$ cat src/rtl/imem_loader.sv
// imem_loader: receives a framed byte stream (length, little-endian words, XOR
// checksum) and writes it word by word into the instruction RAM, holding the
// core in reset for the whole session.
module imem_loader #(
  parameter int unsigned ADDR_WIDTH     = 9,
  parameter int unsigned TIMEOUT_CYCLES = 1000000
) (
  input  logic                  clka,
  input  logic                  rsta_n,
  input  logic                  start,
  input  logic [7:0]            rx_data,
  input  logic                  rx_valid,
  output logic                  rx_ready,
  output logic [ADDR_WIDTH-1:0] addra,
  output logic [31:0]           dina,
  output logic                  wea,
  output logic                  cpu_hold,
  output logic                  busy,
  output logic                  done,
  output logic                  err,
  output logic [1:0]            err_code,
  output logic [ADDR_WIDTH:0]   words_loaded
);

  localparam int unsigned MAX_WORDS = 1 << ADDR_WIDTH;
  localparam int unsigned TW        = $clog2(TIMEOUT_CYCLES + 1);
  localparam logic [1:0]  ERR_LEN   = 2'b01;
  localparam logic [1:0]  ERR_TMO   = 2'b10;
  localparam logic [1:0]  ERR_CSUM  = 2'b11;
  localparam logic [ADDR_WIDTH:0] WL_ONE = (ADDR_WIDTH + 1)'(1);

  typedef enum logic [2:0] {
    S_IDLE, S_LEN0, S_LEN1, S_DATA, S_WRITE, S_CSUM, S_DONE, S_ERR
  } state_t;

  state_t              state;
  logic [7:0]          len_lo;
  logic [7:0]          csum;
  logic [ADDR_WIDTH:0] n_words;
  logic [23:0]         word_buf;
  logic [1:0]          byte_idx;
  logic [TW-1:0]       tcnt;

  logic                accept;
  logic                rx_state;
  logic [15:0]         len_c;
  logic                len_ok;
  logic                tmo;
  logic [ADDR_WIDTH:0] wl_next;

  // Byte-receiving states open the handshake; decoded from the state register only
  assign rx_state = (state == S_LEN0) || (state == S_LEN1) ||
                    (state == S_DATA) || (state == S_CSUM);
  assign rx_ready = rx_state;
  assign accept   = rx_valid && rx_ready;
  assign len_c    = {rx_data, len_lo};
  assign len_ok   = (len_c != 16'd0) && (32'(len_c) <= MAX_WORDS);
  assign tmo      = (32'(tcnt) == (TIMEOUT_CYCLES - 32'd1));
  assign wl_next  = words_loaded + WL_ONE;

  // Session FSM with all status and RAM-port outputs registered
  always_ff @(posedge clka or negedge rsta_n) begin
    if (!rsta_n) begin
      state        <= S_IDLE;
      len_lo       <= 8'd0;
      csum         <= 8'd0;
      n_words      <= '0;
      word_buf     <= 24'd0;
      byte_idx     <= 2'd0;
      tcnt         <= '0;
      addra        <= '0;
      dina         <= 32'd0;
      wea          <= 1'b0;
      cpu_hold     <= 1'b0;
      busy         <= 1'b0;
      done         <= 1'b0;
      err          <= 1'b0;
      err_code     <= 2'b00;
      words_loaded <= '0;
    end else begin
      wea <= 1'b0;

      // Idle-gap watchdog; an accept in the same cycle takes priority
      if (rx_state && !accept) begin
        if (tmo) begin
          state    <= S_ERR;
          err      <= 1'b1;
          err_code <= ERR_TMO;
          busy     <= 1'b0;
        end else begin
          tcnt <= tcnt + TW'(1);
        end
      end

      case (state)
        S_IDLE, S_DONE, S_ERR: begin
          if (start) begin
            state        <= S_LEN0;
            busy         <= 1'b1;
            cpu_hold     <= 1'b1;
            done         <= 1'b0;
            err          <= 1'b0;
            err_code     <= 2'b00;
            words_loaded <= '0;
            tcnt         <= '0;
          end
        end
        S_LEN0: begin
          if (accept) begin
            len_lo <= rx_data;
            csum   <= rx_data;
            tcnt   <= '0;
            state  <= S_LEN1;
          end
        end
        S_LEN1: begin
          if (accept) begin
            csum <= csum ^ rx_data;
            tcnt <= '0;
            if (len_ok) begin
              n_words  <= (ADDR_WIDTH + 1)'(len_c);
              byte_idx <= 2'd0;
              state    <= S_DATA;
            end else begin
              state    <= S_ERR;
              err      <= 1'b1;
              err_code <= ERR_LEN;
              busy     <= 1'b0;
            end
          end
        end
        S_DATA: begin
          if (accept) begin
            csum     <= csum ^ rx_data;
            tcnt     <= '0;
            byte_idx <= byte_idx + 2'd1;
            if (byte_idx == 2'd3) begin
              dina  <= {rx_data, word_buf};
              addra <= words_loaded[ADDR_WIDTH-1:0];
              wea   <= 1'b1;
              state <= S_WRITE;
            end else begin
              word_buf <= {rx_data, word_buf[23:8]};
            end
          end
        end
        S_WRITE: begin
          words_loaded <= wl_next;
          state        <= (wl_next < n_words) ? S_DATA : S_CSUM;
        end
        S_CSUM: begin
          if (accept) begin
            tcnt <= '0;
            busy <= 1'b0;
            if (rx_data == csum) begin
              state    <= S_DONE;
              done     <= 1'b1;
              cpu_hold <= 1'b0;
            end else begin
              state    <= S_ERR;
              err      <= 1'b1;
              err_code <= ERR_CSUM;
            end
          end
        end
        default: state <= S_IDLE;
      endcase
    end
  end

endmodule

$ cat config.mk
export PLATFORM = sky130hd
export DESIGN_NAME = imem_loader
export DESIGN_NICKNAME = d
export VERILOG_FILES = /design/src/rtl/imem_loader.sv
export SDC_FILE = /design/constraint.sdc
export NUM_CORES = 1
export LEC_CHECK = 0
export CORE_MARGIN = 2
export CORE_UTILIZATION = 41
export CTS_CLUSTER_DIAMETER = 80
export DETAILED_ROUTE_END_ITERATION = 10
export HOLD_SLACK_MARGIN = 0.03
export MAX_ROUTING_LAYER = met4
export PLACE_DENSITY_LB_ADDON = 0.1
export SLEW_MARGIN = 20
export SYNTH_ARGS = -nofsm -noshare
export SYNTH_HDL_FRONTEND = slang
export SYNTH_SLANG_ARGS = --single-unit
$ cat constraint.sdc
create_clock -name clka -period 3.09 [get_ports clka]
set_clock_uncertainty 0.2 [all_clocks]
set_input_delay 0.927 -clock clka [delete_from_list [all_inputs] [get_ports clka]]
set_output_delay 0.927 -clock clka [all_outputs]
set_load 0.05 [all_outputs]
# Word-level counts from Yosys, hierarchy flattened
# Cells that the tools add are included.
# word_totals
inputBits,12
output_inout_bits,59
mem_count,0
latchBits,0
rom_bits,0
ram_bits,0
wordCells,125
regBits,133
# op_classes
magnitude_cmp,2
n_shift,0
n_div,0
n_reduce_logical,24
multipliers,0
n_addsub,3
bitwise_logic,2
muxes,60
n_eq_ne,18
# ops
operator,count
20-bit two-way mux,4
20-bit one-hot mux with 2 select lines,1
3-bit two-way mux,10
1-bit two-way mux,23
20-bit by 1-bit adder with 20-bit output (second input constant),1
20-bit == test (second input constant),1
2-bit two-way mux,10
10-bit one-hot mux with 2 select lines,1
3-bit one-hot mux with 6 select lines,1
16-bit by 10-bit <= comparator with 1-bit output (second input constant),1
8-bit two-way mux,2
8-bit one-hot mux with 2 select lines,1
16-bit nonzero test,1
3-bit == test (second input constant),4
2-bit inequality test (second input constant),6
3-bit AND reduction,4
10-bit by 1-bit adder with 10-bit output (second input constant),1
10-bit less-than comparator,1
10-bit two-way mux,1
8-bit == test,1
4-bit AND reduction,2
2-bit nonzero test,4
8-bit XOR,1
3-bit by 2-bit == test with 1-bit output (second input constant),2
17 further kinds,25

# Logic depth before layout (Yosys ltp)
# Gate-level depths: netlist of run 1.
# depth
ltp_word,11
depth_mapped,11
mapped_depth_nobuf,11

# Worst setup path before layout of run 1
# Ideal clock, no wire load.
# synth_timing
path_type,register -> register
from,register words_loaded[0]
to,register state[1]
synth_period_minus_slack_ps,3175
path_buffers,0
required_time_ps,2821
setup_slack_ps,-85
t_arrival_ps,2906
setup_time_ps,69
stages_incl_launch_ff,12
path_cell_list,dfrtp_1 > ha_1 > nand3_1 > nor2_1 > nand3_1 > xnor2_1 > ha_1 > a21oi_1 > nand2_1 > a221o_1 > or3_1 > nand3_1
# synth_via
elab_chain_cells,4
# synth_lines
item,line_no,rtl
"start, declared",22,output logic [ADDR_WIDTH:0] words_loaded
"start signal, assigned",148,words_loaded <= wl_next;
10-bit by 1-bit adder with 10-bit output,59,assign wl_next = words_loaded + WL_ONE;
10-bit less-than comparator,149,state <= (wl_next < n_words) ? S_DATA : S_CSUM;
3-bit two-way mux,149,
3-bit one-hot mux with 6 select lines,95,case (state)
"end signal, assigned",149,
"end, declared",36,state_t state;
# No other way between the ends.
# A chain may end at the register's enable or synchronous reset.

# Worst setup path after layout of run 1
# layout_timing
from,register words_loaded[1]
to,register state[1]
# Same word-level chain as after synthesis.

==> impl_metrics.yaml, run 1 <==
global_routing:
  globalRouteTotalUtil_pct: 19.5
  grt_max_degree: 57
  grt_pass1_vias: 4796
  antenna_found_initial: 0
  grt-ovfl-total: 0
  grt_pass1_wl_um: 24000
sta:
  fin_setup_tns_ns: 0
  rsz0062_at_grt: "no"
  worstMarginPinSlew_ns: 0.536
  setup_viol: 0
  timing.final.crit_period_ns: 2.88
  hold_viol_final: 0
  slew_viol_final: 0
  finalCritPeriodShare_pct: 93.3
  hold_ws_ns: 0.265
  relSlewSlack_pct: 64.2
  fmax_ghz: 0.347
logic_synthesis:
  syn_avg_cell_area_um2: 9.72
  synth-async-reset-ratio_pct: 100
  syn_area_um2: 6150
  ys_ff_latch: 133
  synthFlopType: "dfrtp_1"
  yosysWarnings: 0
  syn-num-nets: 657
  ys_seq_area_share_pct: 54.1
  yosysUniqueCellTypes: 56
  synth-edff-count: 0
  syn-instance-count: 633
power_and_ir_drop:
  power_frac_comb_pct: 39.9
  p_clk_share_pct: 25.3
  switchingPower_w: 0.00323
  p_leak_nw: 3.64
  internal_power_w: 0.00469
  power_density_nw_per_um2: 1010
  seq_power_share_pct: 34.9
  ir_worst_vdd_v: 0.000572
  swShare_pct: 40.8
clock_network:
  cts_tree: "yes"
  htree_num_levels: 4
  cts.sinks: 133
  clkTransAtPathRegs_ns: 0.06
  clock_latency_ns: 0.42
  clock-root-buffer: "clkbuf_16"
  numCtsBuffers: 17
  cts_max_path_buffers: 2
final_layout:
  layout_common_cells: "nand2_1, dfrtp_1, clkdlybuf4s50_1"
  fin_cells: 919
  layout_commonest_cell: "nand2_1"
  final_cell_area_um2: 7830
  drive_gt1_share_pct: 15.2
  post-route-util_pct: 53.7
  antennaDiodeCount: 0
  area_delta_synth_final_pct: 27.3
  final_nets: 746
placement:
  dpl.cell_count: 887
  port_buffers: 70
  post-dp-hpwl_um: 9740
  place_area_um2: 7240
  place.gp.congestion: 0.813
setup_path:
  cp-end-kind: "flip-flop"
  slowest_stage: "dfrtp_2"
  path_delay_family: "simple AND/OR/NAND/NOR gates"
  cp.arrival_ns: 3.03
  worst-endpoint-required_ns: 3.24
  cp_max_fo: 6
  crit_path_start_kind: "flip-flop"
  crit_top_cell: "nand3_1"
  worstPathCellList: "ha_1 > nand3_1 > nor2_1 > nand3_1 > xnor2_2 > ha_1 > a21oi_1 > nand2_1 > a221o_1 > or3_1 > nand3_1"
  max_stage_delay_ns: 0.41
  path_class: "flip-flop to flip-flop"
  cp.buffers_inverters: 0
drt:
  vias: 4731
  drtAntennaViolNets: 0
  drc: 0
  drt_iter0_drc: 291
  wire_per_inst_um: 15.5
  viasPerCell: 5.15
  wl_um: 14200
  drt_pass1_iterations: 4
floorplan:
  start_util_pct: 42.2
  dieArea_um2: 16000
  die_w_um: 127
  fp-row-count: 44
  pin_count: 71
  core_area_um2: 14600
  die_y_um: 127
run:
  cap_viol_max_count: 0
outcome:
  outcome: "completed"
hold_path:
  worstHoldPathType: "primary input to async pin"
[per-layer routing]
metal  vias to the layer above  wire, µm  GRT usage [%]
met5                         -         0              -
met2                        97      6570           28.9
met3                        13       527           5.40
met1                      2292      6940           26.1
met4                         0       159           6.01
li1                       2329         -              -
[synthesized netlist by cell type (2+ instances only)]
cell type	instances	area, µm²
and2_1	3	18.8
a311oi_1	8	70.1
buf_2	3	15.0
nand2b_1	7	43.8
xor2_1	21	184
nor4_1	9	56.3
nand4_1	6	37.5
a211oi_1	2	15.0
mux2i_1	4	40.0
ha_1	12	150
o21a_1	2	15.0
or2_2	2	12.5
inv_1	16	60.1
o21ai_1	3	15.0
buf_1	2	7.51
o211ai_1	2	15.0
o21ai_0	20	100
a21boi_0	2	15.0
nand2_1	176	661
xnor2_1	10	87.6
or4_1	2	15.0
or3_1	4	25.0
a31oi_1	2	12.5
o22ai_1	2	12.5
mux2_2	33	372
o2111ai_1	3	26.3
a21oi_1	19	95.1
nand3_1	22	110
nor2_1	42	158
clkbuf_1	26	97.6
dfrtp_1	133	3330
nor2b_1	4	25.0
nor3_1	8	40.0
[power by group through the flow]
stage               Sequential [W]  Clock (W)  Combinational, W
floorplan                  0.00368          0           0.00116
global placement           0.00277          0           0.00312
detailed placement         0.00279          0           0.00317
CTS                        0.00277    0.00205           0.00319
global route               0.00285    0.00213           0.00342
finish                     0.00276    0.00200           0.00316
[final timing paths]
| kind | start | end | slack (ns) | depth (start not counted) |
|---|---|---|---|---|
| min | rsta_n | addra[4] | 0.27 | 1 |
| min reg2reg | word_buf[0] | dina[0] | 0.27 | 2 |
| max | words_loaded[1] | state[1] | 0.21 | 11 |
| max reg2reg | words_loaded[1] | state[1] | 0.21 | 11 |
| max in group asynchronous | rsta_n | tcnt[10] | 1.71 | 2 |
| min in group clka | word_buf[0] | dina[0] | 0.27 | 2 |
[final cells by class]
class                      count  area [µm²]
sequential                   133        3330
clock buffer                  19         433
timing repair buffer         102         977
tap                          184         230
clock inverter                13         148
inverter                      17        63.8
multi-input combinational    451        2650
fill                        1302        6760
[cells by family (layout without fill, tap and decap cells)]
family                     after synthesis  in the layout  share of synthesized area, %
and+or+nand+nor                        295            295                          21.1
DFF                                    133            133                          54.1
AOI/OAI and AO/OA                       76             76                          8.09
buffers and inverters                   49            151                          3.17
muxes                                   37             37                          6.69
xor gates and xnor gates                31             31                          4.41
adders and majority gates               12             12                          2.44
[sequential cells by signal, indices dropped and copies added (netlist names), 8 cells and up]
name / count
addra: 9
csum: 8
dina: 32
len_lo: 8
n_words: 10
tcnt: 20
word_buf: 24
words_loaded: 10
[stage by stage]
stage | worst slack, ns | power (W)
floorplan | 0.00829 | 0.00484
global route | 0.0302 | 0.00840
CTS | 0.170 | 0.00801
global placement | 0.116 | 0.00589
detailed placement | 0.0607 | 0.00596
finish | 0.207 | 0.00792
[repair_timing]
item,in CTS,in global routing
hold endpoints to repair,0,0
gates resized for setup,0,1
setup buffers,0,0
hold buffers,0,0
setup endpoints to repair,0,1
No activity file was read; power rests on OpenSTA's default activity.
==> run 2, diff against run 1 <==
--- a/config.mk
+++ b/config.mk
@@ -9,6 +9,8 @@
 export CORE_UTILIZATION = 41
 export CTS_CLUSTER_DIAMETER = 80
 export DETAILED_ROUTE_END_ITERATION = 10
+export GPL_ROUTABILITY_DRIVEN = 1
+export GPL_TIMING_DRIVEN = 0
 export HOLD_SLACK_MARGIN = 0.03
 export MAX_ROUTING_LAYER = met4
 export PLACE_DENSITY_LB_ADDON = 0.1
==> run 2 against run 1 <==
  * Sequential cell count unchanged
  * Combinational power down 2%
  * Worst hold slack got worse by 0.011 ns
  * Worst setup slack worse by 0.060 ns
  * Sequential share of layout area increased by 0.87 points
  * First-iteration DRC count rose by 14%
  * Critical endpoint unchanged
  * Fmax down 2.0%
  * Global-route usage grew 0.058 points
==> impl_metrics.yaml, run 2 (same netlist as run 1, synthesis figures left out) <==
outcome:
  outcome: "completed"
drt:
  drc: 0
  wire_per_inst_um: 15.7
  drtAntennaViolNets: 0
  drt_pass1_iterations: 4
  wl_um: 14300
  viasPerCell: 5.22
  vias: 4764
  drt_iter0_drc: 333
final_layout:
  top_register: "dina"
  final_nets: 740
  post-route-util_pct: 52.7
  antennaDiodeCount: 0
  layout_common_cells: "nand2_1, dfrtp_1, clkdlybuf4s50_1"
  drive_gt1_share_pct: 12.2
  fin_cells: 913
  fill_cells: 1307
  largest_register_ffs: 32
  top_regs: "dina: 32 flops, word_buf: 24 flops, tcnt: 20 flops"
  layout_commonest_cell: "nand2_1"
  area_delta_synth_final_pct: 24.9
run:
  cap_viol_max_count: 0
global_routing:
  globalRouteTotalUtil_pct: 19.5
  grt-ovfl-total: 0
  grt_pass1_vias: 4784
  antenna_found_initial: 0
  grt_pass1_wl_um: 24000
  grt_max_degree: 74
clock_network:
  clkTransAtPathRegs_ns: 0.06
  cts_tree: "yes"
  htree_num_levels: 4
  clock-root-buffer: "clkbuf_16"
  numCtsBuffers: 17
  cts.sinks: 133
  cts_max_path_buffers: 2
  clock_latency_ns: 0.42
sta:
  setup_viol: 0
  hold_viol_final: 0
  timing.final.crit_period_ns: 2.94
  fmax_ghz: 0.340
  fin_ws_ns: 0.148
  slew_viol_final: 0
  relSlewSlack_pct: 32.5
  worstMarginPinSlew_ns: 1.01
  finalCritPeriodShare_pct: 95.2
placement:
  place.gp.congestion: 0.868
  dpl.cell_count: 879
  post-dp-hpwl_um: 9960
  port_buffers: 61
  dpl_worst_slack_ns: -0.271
power_and_ir_drop:
  p_leak_nw: 3.53
  power_w: 0.00794
  ir_worst_vdd_v: 0.000800
  power_density_nw_per_um2: 1030
floorplan:
  fp-row-count: 44
  dieArea_um2: 16000
  start_util_pct: 42.2
  die_w_um: 127
  pin_count: 71
  die_y_um: 127
  core_area_um2: 14600
setup_path:
  cp-end-kind: "flip-flop"
  worstPathCellList: "and2_1 > or3b_2 > nor2_1 > xor2_1 > ha_1 > and4_1 > a221o_1 > or3_1 > nand3_1"
  slowest_stage: "or3b_2"
  cp_max_fo: 7
  crit_path_start_kind: "flip-flop"
  max_stage_delay_ns: 0.49
  path_delay_family: "simple AND/OR/NAND/NOR gates"
  cp.buffers_inverters: 0
  cp.arrival_ns: 3.10
  worst-endpoint-required_ns: 3.25
  path_class: "flip-flop to flip-flop"
hold_path:
  worstHoldPathType: "primary input to async pin"
[run 2: final timing paths]
kind                                       from            to  slack (ns)  cells after the start
worst max-delay path            words_loaded[5]      state[1]        0.15                      9
min in group clka                   word_buf[5]       dina[5]        0.26                      2
max in group asynchronous                rsta_n  word_buf[18]        1.74                      2
worst min-delay path                     rsta_n      addra[4]        0.25                      1
worst max register to register  words_loaded[5]      state[1]        0.15                      9
worst min register to register      word_buf[5]       dina[5]        0.26                      2
[run 2: stage by stage]
step,hold slack [ns],setup TNS (ns),area [µm²]
finish,0.254,0,7680
global route,0.291,-0.00174,7680
CTS,0.272,0,7640
detailed placement,0.257,-6.39,7030
global placement,0.250,-590.48,7000
floorplan,0.235,0,6160
[run 2: area by class of cell]
cell class | instances | area (µm²) | share of cell area [%]
Sequential cell | 133 | 3340 | 43.4
Multi-Input combinational cell | 451 | 2650 | 34.5
Timing Repair Buffer | 64 | 657 | 8.55
Clock buffer | 22 | 464 | 6.04
Tap cell | 184 | 230 | 3.00
Clock inverter | 10 | 146 | 1.91
Buffer | 32 | 131 | 1.71
Inverter | 17 | 63.8 | 0.830
[run 2: power breakdown]
group | internal [W] | switching [W]
Combinational | 0.00108 | 0.00202
Sequential | 0.00234 | 0.000415
Clock | 0.00132 | 0.000766
Total | 0.00473 | 0.00321
[run 2: timing repair]
| item | CTS | global route |
|---|---|---|
| setup buffers | 0 | 2 |
| hold buffers | 0 | 0 |
| setup endpoints to repair | 1 | 11 |
| resized for setup | 1 | 8 |
| pin swaps | 0 | 0 |
[run 2: layer usage]
| layer | vias to the layer above | GRT usage (%) | part of all wire (%) |
|---|---|---|---|
| li1 | 2307 | - | - |
| met1 | 2334 | 26.0 | 48 |
| met2 | 100 | 28.5 | 46 |
| met3 | 23 | 5.02 | 3.6 |
| met4 | 0 | 8.14 | 2.4 |
| met5 | - | - | 0 |
==> run 3, diff against run 2 <==
--- a/config.mk
+++ b/config.mk
@@ -5,6 +5,7 @@
 export SDC_FILE = /design/constraint.sdc
 export NUM_CORES = 1
 export LEC_CHECK = 0
+export CORE_ASPECT_RATIO = 0.6
 export CORE_MARGIN = 2
 export CORE_UTILIZATION = 41
 export CTS_CLUSTER_DIAMETER = 80
==> run 3 against run 2 <==
  * Sequential share of layout area is 0.43 points lower
  * Clock-buffer cell count decreased by 5
  * Sequential cell count unchanged
  * Sequential power barely moved
  * Via count fell by 0.23%
  * Non-clock buffer count is the same
  * Worst setup slack worse by 0.024 ns
  * Global-route usage increased by 0.56 points
  * Largest cell class unchanged
==> impl_metrics.yaml, run 3 (same netlist as run 1, synthesis figures left out) <==
outcome:
  outcome: "completed"
setup_path:
  r2r_slack_ns: 0.12
  reg2regPathDepth: 9
  cp.arrival_ns: 3.11
  critPathCapture: "state[1]"
  path_class: "flip-flop to flip-flop"
  r2r_start: "words_loaded[5]"
  crit_path_start_kind: "flip-flop"
  crit_start: "words_loaded[5]"
  r2r-end: "state[1]"
  cp-end-kind: "flip-flop"
  cp_max_fo: 7
  worst-endpoint-required_ns: 3.24
drt:
  drt_pass1_iterations: 5
  drt_iter0_drc: 391
  viasPerCell: 5.13
  wl_um: 14500
  vias: 4753
  drtAntennaViolNets: 0
  drc: 0
  wire_per_inst_um: 15.7
sta:
  hold_viol_final: 0
  timing.final.crit_period_ns: 2.97
  relSlewSlack_pct: 31.4
  finalCritPeriodShare_pct: 96.0
  slew_viol_final: 0
  setup_viol: 0
  fin_setup_tns_ns: 0
  worstMarginPinSlew_ns: 1.02
  fmax_ghz: 0.337
hold_path:
  worstHoldPathType: "primary input to async pin"
global_routing:
  antenna_found_initial: 0
  grt-ovfl-total: 0
  grt_pass1_vias: 4679
  grt_pass1_wl_um: 24700
  grt_max_degree: 94
  globalRouteTotalUtil_pct: 20.1
clock_network:
  cts_tree: "yes"
  htree_num_levels: 4
  clock-root-buffer: "clkbuf_16"
  cts.sinks: 133
  cts_max_path_buffers: 2
  cts_hold_buf: 0
  numCtsBuffers: 17
  clock_latency_ns: 0.42
  clkTransAtPathRegs_ns: 0.06
power_and_ir_drop:
  power_frac_comb_pct: 38.3
  power_w: 0.00817
  switchingPower_w: 0.00329
  seq_power_share_pct: 33.7
  ir_worst_vdd_v: 0.000754
  swShare_pct: 40.3
  power_density_nw_per_um2: 1050
  internal_power_w: 0.00488
  p_clk_share_pct: 28.1
  p_leak_nw: 3.56
final_layout:
  final_nets: 740
  final_cell_area_um2: 7760
  layout_common_cells: "nand2_1, dfrtp_1, clkdlybuf4s50_1"
  top_register: "dina"
  area_delta_synth_final_pct: 26.1
  layout_commonest_cell: "nand2_1"
  antennaDiodeCount: 0
  post-route-util_pct: 53.2
  drive_gt1_share_pct: 12.8
  largest_register_ffs: 32
  top_regs: "dina: 32 flops, word_buf: 24 flops, tcnt: 20 flops"
placement:
  place.gp.congestion: 0.814
  port_buffers: 61
  post-dp-hpwl_um: 10300
  place_area_um2: 7050
floorplan:
  dieArea_um2: 16000
  fp-row-count: 34
  start_util_pct: 42.2
  core_area_um2: 14600
  pin_count: 71
  die_w_um: 162
  die_y_um: 98.9
run:
  cap_viol_max_count: 0
run 3: cell count changes in the layout (fill, tap and decap cells not counted), moves of 2 or more:
cell	delta
clkbuf_8	-2
inv_8	+2
clkbuf_1	-4
bufinv_16	+2
inv_6	+3
run 3: worst min path at each step:
stage                     endpoint  slack, ns
after floorplan            dina[0]       0.23
after global placement    addra[0]       0.26
after detailed placement   dina[7]       0.26
after CTS                 dina[27]       0.19
after global routing      dina[27]       0.19
final                     dina[27]       0.18
run 3: stage by stage:
stage	hold WS (ns)	std cells	setup WS (ns)
after floorplan	0.235	633	0.00829
final	0.184	927	0.124
after CTS	0.186	925	0.0306
after detailed placement	0.259	893	-0.347
after global placement	0.258	892	-4.84
after global routing	0.188	927	-0.00257
run 3: routing by layer:
metal | up-vias | share of wire, % | GRT usage (%)
met4 | 0 | 0.78 | 4.90
li1 | 2310 | - | -
met1 | 2322 | 54 | 30.3
met3 | 14 | 4.4 | 4.34
met5 | - | 0 | -
met2 | 107 | 41 | 27.3
run 3: what timing repair did:
action / CTS / global route
endpoints found under the setup margin: 2 / 18
resized for setup: 2 / 8
setup buffers: 0 / 2
run 3: critical path: stages (launching register included):
cell and delay (ns):
dfrtp_2 0.43, and2_1 0.16, or3b_2 0.49, nor2_1 0.15
xor2_1 0.22, ha_1 0.28, and4_1 0.24, a221o_1 0.32
or3_1 0.35, nand3_1 0.07
run 3: area by class of cell:
class,count,area [µm²]
multi-input cells,451,2660
fillers,1275,6830
flip-flops and latches,133,3340
clock buffers,17,425
inverters,17,63.8
clock inverters,15,241
well taps,198,248
plain buffers,32,133
repair buffers,64,657
run 3: power by group through the flow:
stage	Clock [W]	Combinational (W)	Sequential [W]
5_1_grt	0.00242	0.00337	0.00284
4_1_cts	0.00233	0.00311	0.00276
6_report	0.00229	0.00313	0.00275
3_3_place_gp	0	0.00306	0.00276
2_1_floorplan	0	0.00116	0.00368
3_5_place_dp	0	0.00311	0.00278
